### src/rtl/systolic_is_feeder.sv
// systolic_is_feeder: loads N stationary rows, then streams skewed activation vectors with psum_valid strobes
module systolic_is_feeder #(
    parameter int D_W      = 8,
    parameter int N        = 4,
    parameter int K_MAX    = 256,
    parameter int SKEW_OUT = 4
) (
    input  logic                         clk,
    input  logic                         rst,
    input  logic                         start,
    input  logic [$clog2(K_MAX+1)-1:0]   num_vec,
    input  logic                         ld_valid,
    output logic                         ld_ready,
    input  logic [N*D_W-1:0]             ld_data,
    input  logic                         st_valid,
    output logic                         st_ready,
    input  logic [N*D_W-1:0]             st_data,
    output logic                         load_weight,
    output logic [N*D_W-1:0]             m1,
    output logic [N*D_W-1:0]             m0,
    output logic [N-1:0]                 psum_valid,
    output logic                         busy,
    output logic                         done
);
    localparam int VW = $clog2(K_MAX + 1);
    localparam int RW = (N > 1) ? $clog2(N) : 1;
    localparam int CW = (N + SKEW_OUT > 1) ? $clog2(N + SKEW_OUT) : 1;

    typedef enum logic [1:0] {IDLE, LOAD, STREAM, DRAIN} state_t;
    state_t state, state_n;

    logic [VW-1:0]         nv_q, vcnt;
    logic [RW-1:0]         rcnt;
    logic [CW-1:0]         dcnt;
    logic [SKEW_OUT+N-1:0] vec_issue;
    logic                  ld_acc, st_acc, last_row, last_vec, drained;

    assign ld_ready   = state == LOAD;
    assign st_ready   = state == STREAM;
    assign busy       = state != IDLE;
    assign ld_acc     = ld_ready && ld_valid;
    assign st_acc     = st_ready && st_valid;
    assign last_row   = ld_acc && rcnt == RW'(N - 1);
    assign last_vec   = st_acc && vcnt + VW'(1) == nv_q;
    assign drained    = state == DRAIN && dcnt == CW'(N + SKEW_OUT - 1);
    assign psum_valid = vec_issue[SKEW_OUT+N-1 -: N];

    always_ff @(posedge clk or posedge rst)
        if (rst) state <= IDLE;
        else     state <= state_n;

    always_comb begin
        state_n = state;
        case (state)
            IDLE:    state_n = start ? LOAD : IDLE;
            LOAD:    state_n = last_row ? (nv_q == '0 ? DRAIN : STREAM) : LOAD;
            STREAM:  state_n = last_vec ? DRAIN : STREAM;
            DRAIN:   state_n = drained ? IDLE : DRAIN;
            default: state_n = IDLE;
        endcase
    end

    always_ff @(posedge clk or posedge rst)
        if (rst) begin
            nv_q        <= '0;
            vcnt        <= '0;
            rcnt        <= '0;
            dcnt        <= '0;
            done        <= 1'b0;
            load_weight <= 1'b0;
            m1          <= '0;
            vec_issue   <= '0;
        end else begin
            if (state == IDLE && start) nv_q <= num_vec;
            if (ld_acc) rcnt <= last_row ? '0 : rcnt + RW'(1);
            if (st_acc) vcnt <= last_vec ? '0 : vcnt + VW'(1);
            dcnt        <= state == DRAIN ? dcnt + CW'(1) : '0;
            done        <= drained;
            load_weight <= ld_acc;
            if (ld_acc) m1 <= ld_data;
            vec_issue   <= {vec_issue[SKEW_OUT+N-2:0], st_acc};
        end

    // row i delays its element by i extra cycles; bubbles shift in as zeros
    for (genvar i = 0; i < N; i++) begin : g_row
        logic [D_W-1:0] line [0:i];
        always_ff @(posedge clk or posedge rst)
            if (rst) begin
                for (int k = 0; k <= i; k++) line[k] <= '0;
            end else begin
                line[0] <= st_acc ? st_data[i*D_W +: D_W] : '0;
                for (int k = 1; k <= i; k++) line[k] <= line[k-1];
            end
        assign m0[i*D_W +: D_W] = line[i];
    end
endmodule

### config.mk
export PLATFORM = sky130hd
export DESIGN_NAME = systolic_is_feeder
export DESIGN_NICKNAME = d
export VERILOG_FILES = /design/src/rtl/systolic_is_feeder.sv
export SDC_FILE = /design/constraint.sdc
export NUM_CORES = 1
export LEC_CHECK = 0
export CORE_MARGIN = 2
export CORE_UTILIZATION = 47
export DETAILED_ROUTE_END_ITERATION = 10
export PLACE_DENSITY = 0.79
export SYNTH_ARGS = -nofsm -noshare
export SYNTH_HDL_FRONTEND = slang
export SYNTH_SLANG_ARGS = --single-unit
### constraint.sdc
create_clock -name clk -period 6.5 [get_ports clk]
set_input_delay 1.625 -clock clk [delete_from_list [all_inputs] [get_ports clk]]
set_output_delay 1.625 -clock clk [all_outputs]
set_load 0.01 [all_outputs]
# Word level (Yosys, flattened, before mapping)
# Index checks and enable logic that the tools add are counted.
[totals] in_bits=78 ff_bits=147 word_cells=50 out_inout_bits=73
[op_classes] muxes=13 reduce_logical=9 n_addsub=3 n_eq_ne=6
[ops] cell="$mux 8" count=4
[ops] cell="$add 9x1->9 const B" count=1
[ops] cell="$eq 9x9->1" count=1
[ops] cell="$logic_not 9->1" count=1
[ops] cell="$mux 9" count=1
[ops] cell="$pmux 2 s4" count=1
[ops] cell="$eq 2x2->1 const B" count=3
[ops] cell="$logic_and 1x1->1" count=6
[ops] cell="$mux 2" count=3
[ops] cell="$add 3x1->3 const B" count=1
[ops] cell="$eq 3x3->1 const B" count=1
[ops] cell="$mux 1" count=3
[ops] cell="$mux 3" count=1
[ops] cell="$add 2x1->2 const B" count=1
[ops] cell="$eq 2x1->1 const B" count=1
[ops] cell="$logic_not 2->1" count=1
[ops] cell="$reduce_bool 2->1" count=1

# Depth between registers and ports, before layout
[logic_depth] word_depth=5 depth_mapped=8

# Worst setup path after synthesis
# No wires, ideal clock.
[synth_timing] kind="input-to-reg" start="input port st_valid" end="register vcnt[2]" arrival_ps=2602 cell_stages=6 setup_slack_ps=3771 setup_time_ps=127 path_cell_list="and2_1 buf_2 nand4_1 a2111o_1 nor2_4 nor3_1"
[synth_between] elab_chain_cells=3
[synth_lines] item="start, declared" line="15" rtl="input logic st_valid,"
[synth_lines] item="$logic_and 1x1->1 *" line="42" rtl="assign st_acc = st_ready && st_valid;"
[synth_lines] item="$logic_and 1x1->1" line="44" rtl="assign last_vec = st_acc && vcnt + VW'(1) == nv_q;"
[synth_lines] item="$mux 9" line="76" rtl="if (st_acc) vcnt <= last_vec ? '0 : vcnt + VW'(1);"
[synth_lines] item="end signal, assigned" line="76"
[synth_lines] item="end, declared" line="32" rtl="logic [VW-1:0] nv_q, vcnt;"
# Every way passes the cells marked *; elsewhere a longest branch is shown, timed or not.
# A chain may end at the register's enable or synchronous reset.

# Worst setup path after layout
[layout_timing] start="input port ld_valid" end="register state[0]"
[layout_between] elab_chain_cells=4
[layout_lines] item="start, declared" line="12" rtl="input logic ld_valid,"
[layout_lines] item="$logic_and 1x1->1" line="41" rtl="assign ld_acc = ld_ready && ld_valid;"
[layout_lines] item="$logic_and 1x1->1" line="43" rtl="assign last_row = ld_acc && rcnt == RW'(N - 1);"
[layout_lines] item="$mux 2" line="56" rtl="LOAD: state_n = last_row ? (nv_q == '0 ? DRAIN : STREAM) : LOAD;"
[layout_lines] item="$pmux 2 s4" line="54" rtl="case (state)"
[layout_lines] item="via state_n[0]" line="30" rtl="state_t state, state_n;"
[layout_lines] item="end signal, assigned" line="50" rtl="else state <= state_n;"
[layout_lines] item="end, declared" line="30"
# The timed path passes the listed nets, and every way through them passes these cells.

==> metrics.md <==
| Metric | Value |
|---|---|
| Synth warnings | 0 |
| Area growth from synthesis to layout | 37.2% |
| Worst VDD drop | 0.000210 V |
| RSZ-0062 raised after global routing | false |
| Number of synthesized flops with an enable pin | 0 |
| Clock skew | 0.00651 ns |
| Top_reg_cell synth | dfrtp_1 |
| Drt via density | 4.88 |
| Max Transition Viols Final | 0 |
| Root Driver | clkbuf_16 |
| Residual DRC | 0 |
| H-tree depth | 4 |
| Number of distinct library cells after synthesis | 44 |
| Actual transition at the worst max-transition pin | around 0.96 ns |
| Placed Area | roughly 6700 um2 |
| Hold/Removal Path Class | reg2reg |
| Routed vias | roughly 3.5k |
| Leak Pwr | 3.58 nW |
| Pin count of the biggest net entering global routing | ~110 |
| Register area share after synthesis | 68.6% |
| Count leader, synth | dfrtp_1 |
| Worst Path Buf+Inv | 2 |
| Setup CP Type | in2reg |
| CTS Sinks | 147 |
| Outcome | finished clean |
| Endpoint class of the critical path | flip-flop |
| Core area | 11,300 um2 |
| I/O pins | 151 |
| Post-Route WL | 10,400 um |
| Antenna cells | 0 |
| Drt initial violations | between 200 and 300 |
| Share of flip-flops with an asynchronous set or reset | 100% |
| First-pass GRT wire length | 17,500 um |
| Max incr delay on CP | 0.96 ns |
| Placer Congestion | 0.873 |
| Final setup viols | 0 |
| Max cap viols | 0 |
| # hold bufs at CTS | 0 |
| Fin area | 7360 um2 |
| Cell Chain, Critical Path | clkdlybuf4s50_1 > nand2_1 > or2_2 > clkinv_1 > a32oi_1 > a211o_1 |
| Worst Path Required | 6.85 ns |
| Power, Total | between 0.003 and 0.004 W |
| Share of cells above drive strength 1 | 8.52% |
| Grt ovf | 0 |
| Worst path top cell family by delay | buffers and inverters |
| FP Rows | 39 |
| Die Y | 111 um |
| Post-Synthesis Cell Area | 5360 um2 |
| Final Net Count | 645 |
| Syn Area/Cell | 12.1 um2 |
| Worst-path fanout max | 36 |
| Period utilization | between 60% and 70% |
| Routed Antenna Nets | 0 |
| Max-slew headroom | 35.8% |
| Clk buf depth | 2 |
| Post-route setup TNS | 0 ns |
| PostCTS Resize Cnt | 0 |
| Port Buffers | 150 |
| CTS tree | done |
| CP max stage cell | clkinv_1 |
| Pwr/cell area | 423 nW/um2 |
| Initial antenna violation count | 0 |
| Synthesized Nets | roughly 530 |
| Clock transition at path regs | roughly 0.06 ns |
| Total CTS buffers | 17 |
| Die Width | 111 um |
| Most frequent cells after synthesis | 147 x dfrtp_1, 107 x nand2_1, 39 x and3_1 |
| Number of global-route vias before repair | about 3.5k |
| Yosys top cell by area | dfrtp_1 |
| Post-synth top area share | 68.6% |
| Initial Utilization | 47.6% |
| Main area contributors after synthesis | dfrtp_1 69%, nand2_1 7.5%, and3_1 4.6% |
| Drt wl/cell | approximately 14 um |
| GRT Total Usage | 18.0% |
| Synth Instances | 443 |
| Die ar. | 12,300 um2 |
| Critical Path Start Type | input port |
| Peak Freq | 0.254 GHz |
| 1st-pass router iterations | 4 |
| Setup bufs post-CTS | 0 |
| Final min period | 3.93 ns |
| Yosys reg bits | 147 |
| Crit path arrival time | 4.28 ns |
| Fin. Hold Viols | 0 |
| Hpwl dp | between 7000 and 8000 um |
| Clk_lat worst skew | 0.41 ns |
[cells by family (layout without fill, tap and decap cells)]
kind of cell,count (synthesis),in the layout,synth area share (%)
AO/OA/AOI/OAI,19,19,2.64
adder cells (fa/ha/maj),4,4,0.934
AND/OR/NAND/NOR,195,195,17.2
multiplexers,11,11,2.26
flip-flops,147,147,68.6
buffers and inverters,53,185,6.02
XOR/XNOR,14,14,2.29
[placed cells by master, fill, tap and decap left out, types with 2 or more instances in the layout]
cell type	Yosys	layout
dfrtp_1	147	147
mux2_2	9	9
a21o_1	2	2
xor2_1	7	7
ha_1	4	4
nor3_1	7	7
nand3_1	5	5
xnor2_1	7	7
nor2b_1	3	3
or2_2	2	2
nand4_1	4	4
and3_1	39	39
clkinv_4	0	2
nand2_1	107	107
or3_1	2	2
o21ai_0	5	5
clkinvlp_4	0	2
nor2_1	17	17
inv_6	0	5
clkbuf_16	0	17
bufinv_16	0	3
mux2i_1	2	2
clkdlybuf4s50_1	0	150
[routing by layer]
layer,part of all wire [%],wire length [um],vias to the layer above,global-route usage (%)
li1,-,-,1661,-
met1,43,4470,1702,23.6
met2,48,4980,132,27.7
met3,7.3,761,11,6.78
met4,1.4,146,0,6.42
met5,0,0,-,0
[power by group]
part,switching (W),leakage [nW],total [W],internal (W)
clock network,0.000374,0.296,0.000993,0.000619
registers,0.000152,1.94,0.00130,0.00115
logic,0.000369,1.34,0.000817,0.000448
[state kept, by name, summed over array words and instances, names as in the netlist]
signal / count
load_weight: 1
nv_q: 9
rcnt: 2
m0: 24
vec_issue: 8
dcnt: 3
state: 2
g_row.line: 56
m1: 32
done: 1
vcnt: 9
[metrics by stage]
step / util (%) / worst slack [ns] / hold WS (ns) / std cells
4_1_cts: 65.3 / 2.57 / 0.344 / 718
2_1_floorplan: - / 0.924 / 0.331 / 443
5_1_grt: 65.3 / 2.35 / 0.343 / 718
3_3_place_gp: 59.8 / 2.24 / 0.333 / 687
3_5_place_dp: 59.8 / 2.13 / 0.335 / 687
6_report: 65.3 / 2.57 / 0.343 / 718
[final cells by class]
cell class              instances  area, um2
flip-flops and latches        147       3680
repair buffers                151       1510
clock buffers                  18        439
multi-input cells             243       1360
inverters                       3       16.3
fillers                       828       3920
well taps                     143        179
clock inverters                13        174
[path summary, 6_finish.rpt]
path	from	end	slack, ns	cells past startpoint
worst min-delay path	g_row[2].line[14]	m0[22]	0.34	0
worst max register to register	state[0]	state[0]	3.69	5
worst max-delay path	ld_valid	state[0]	2.57	6
worst min register to register	g_row[2].line[14]	m0[22]	0.34	0
max in group asynchronous	rst	vec_issue[3]	3.59	3
min in group asynchronous	rst	m0[24]	1.76	2
Note: power is estimated with default switching activity, not from simulation.
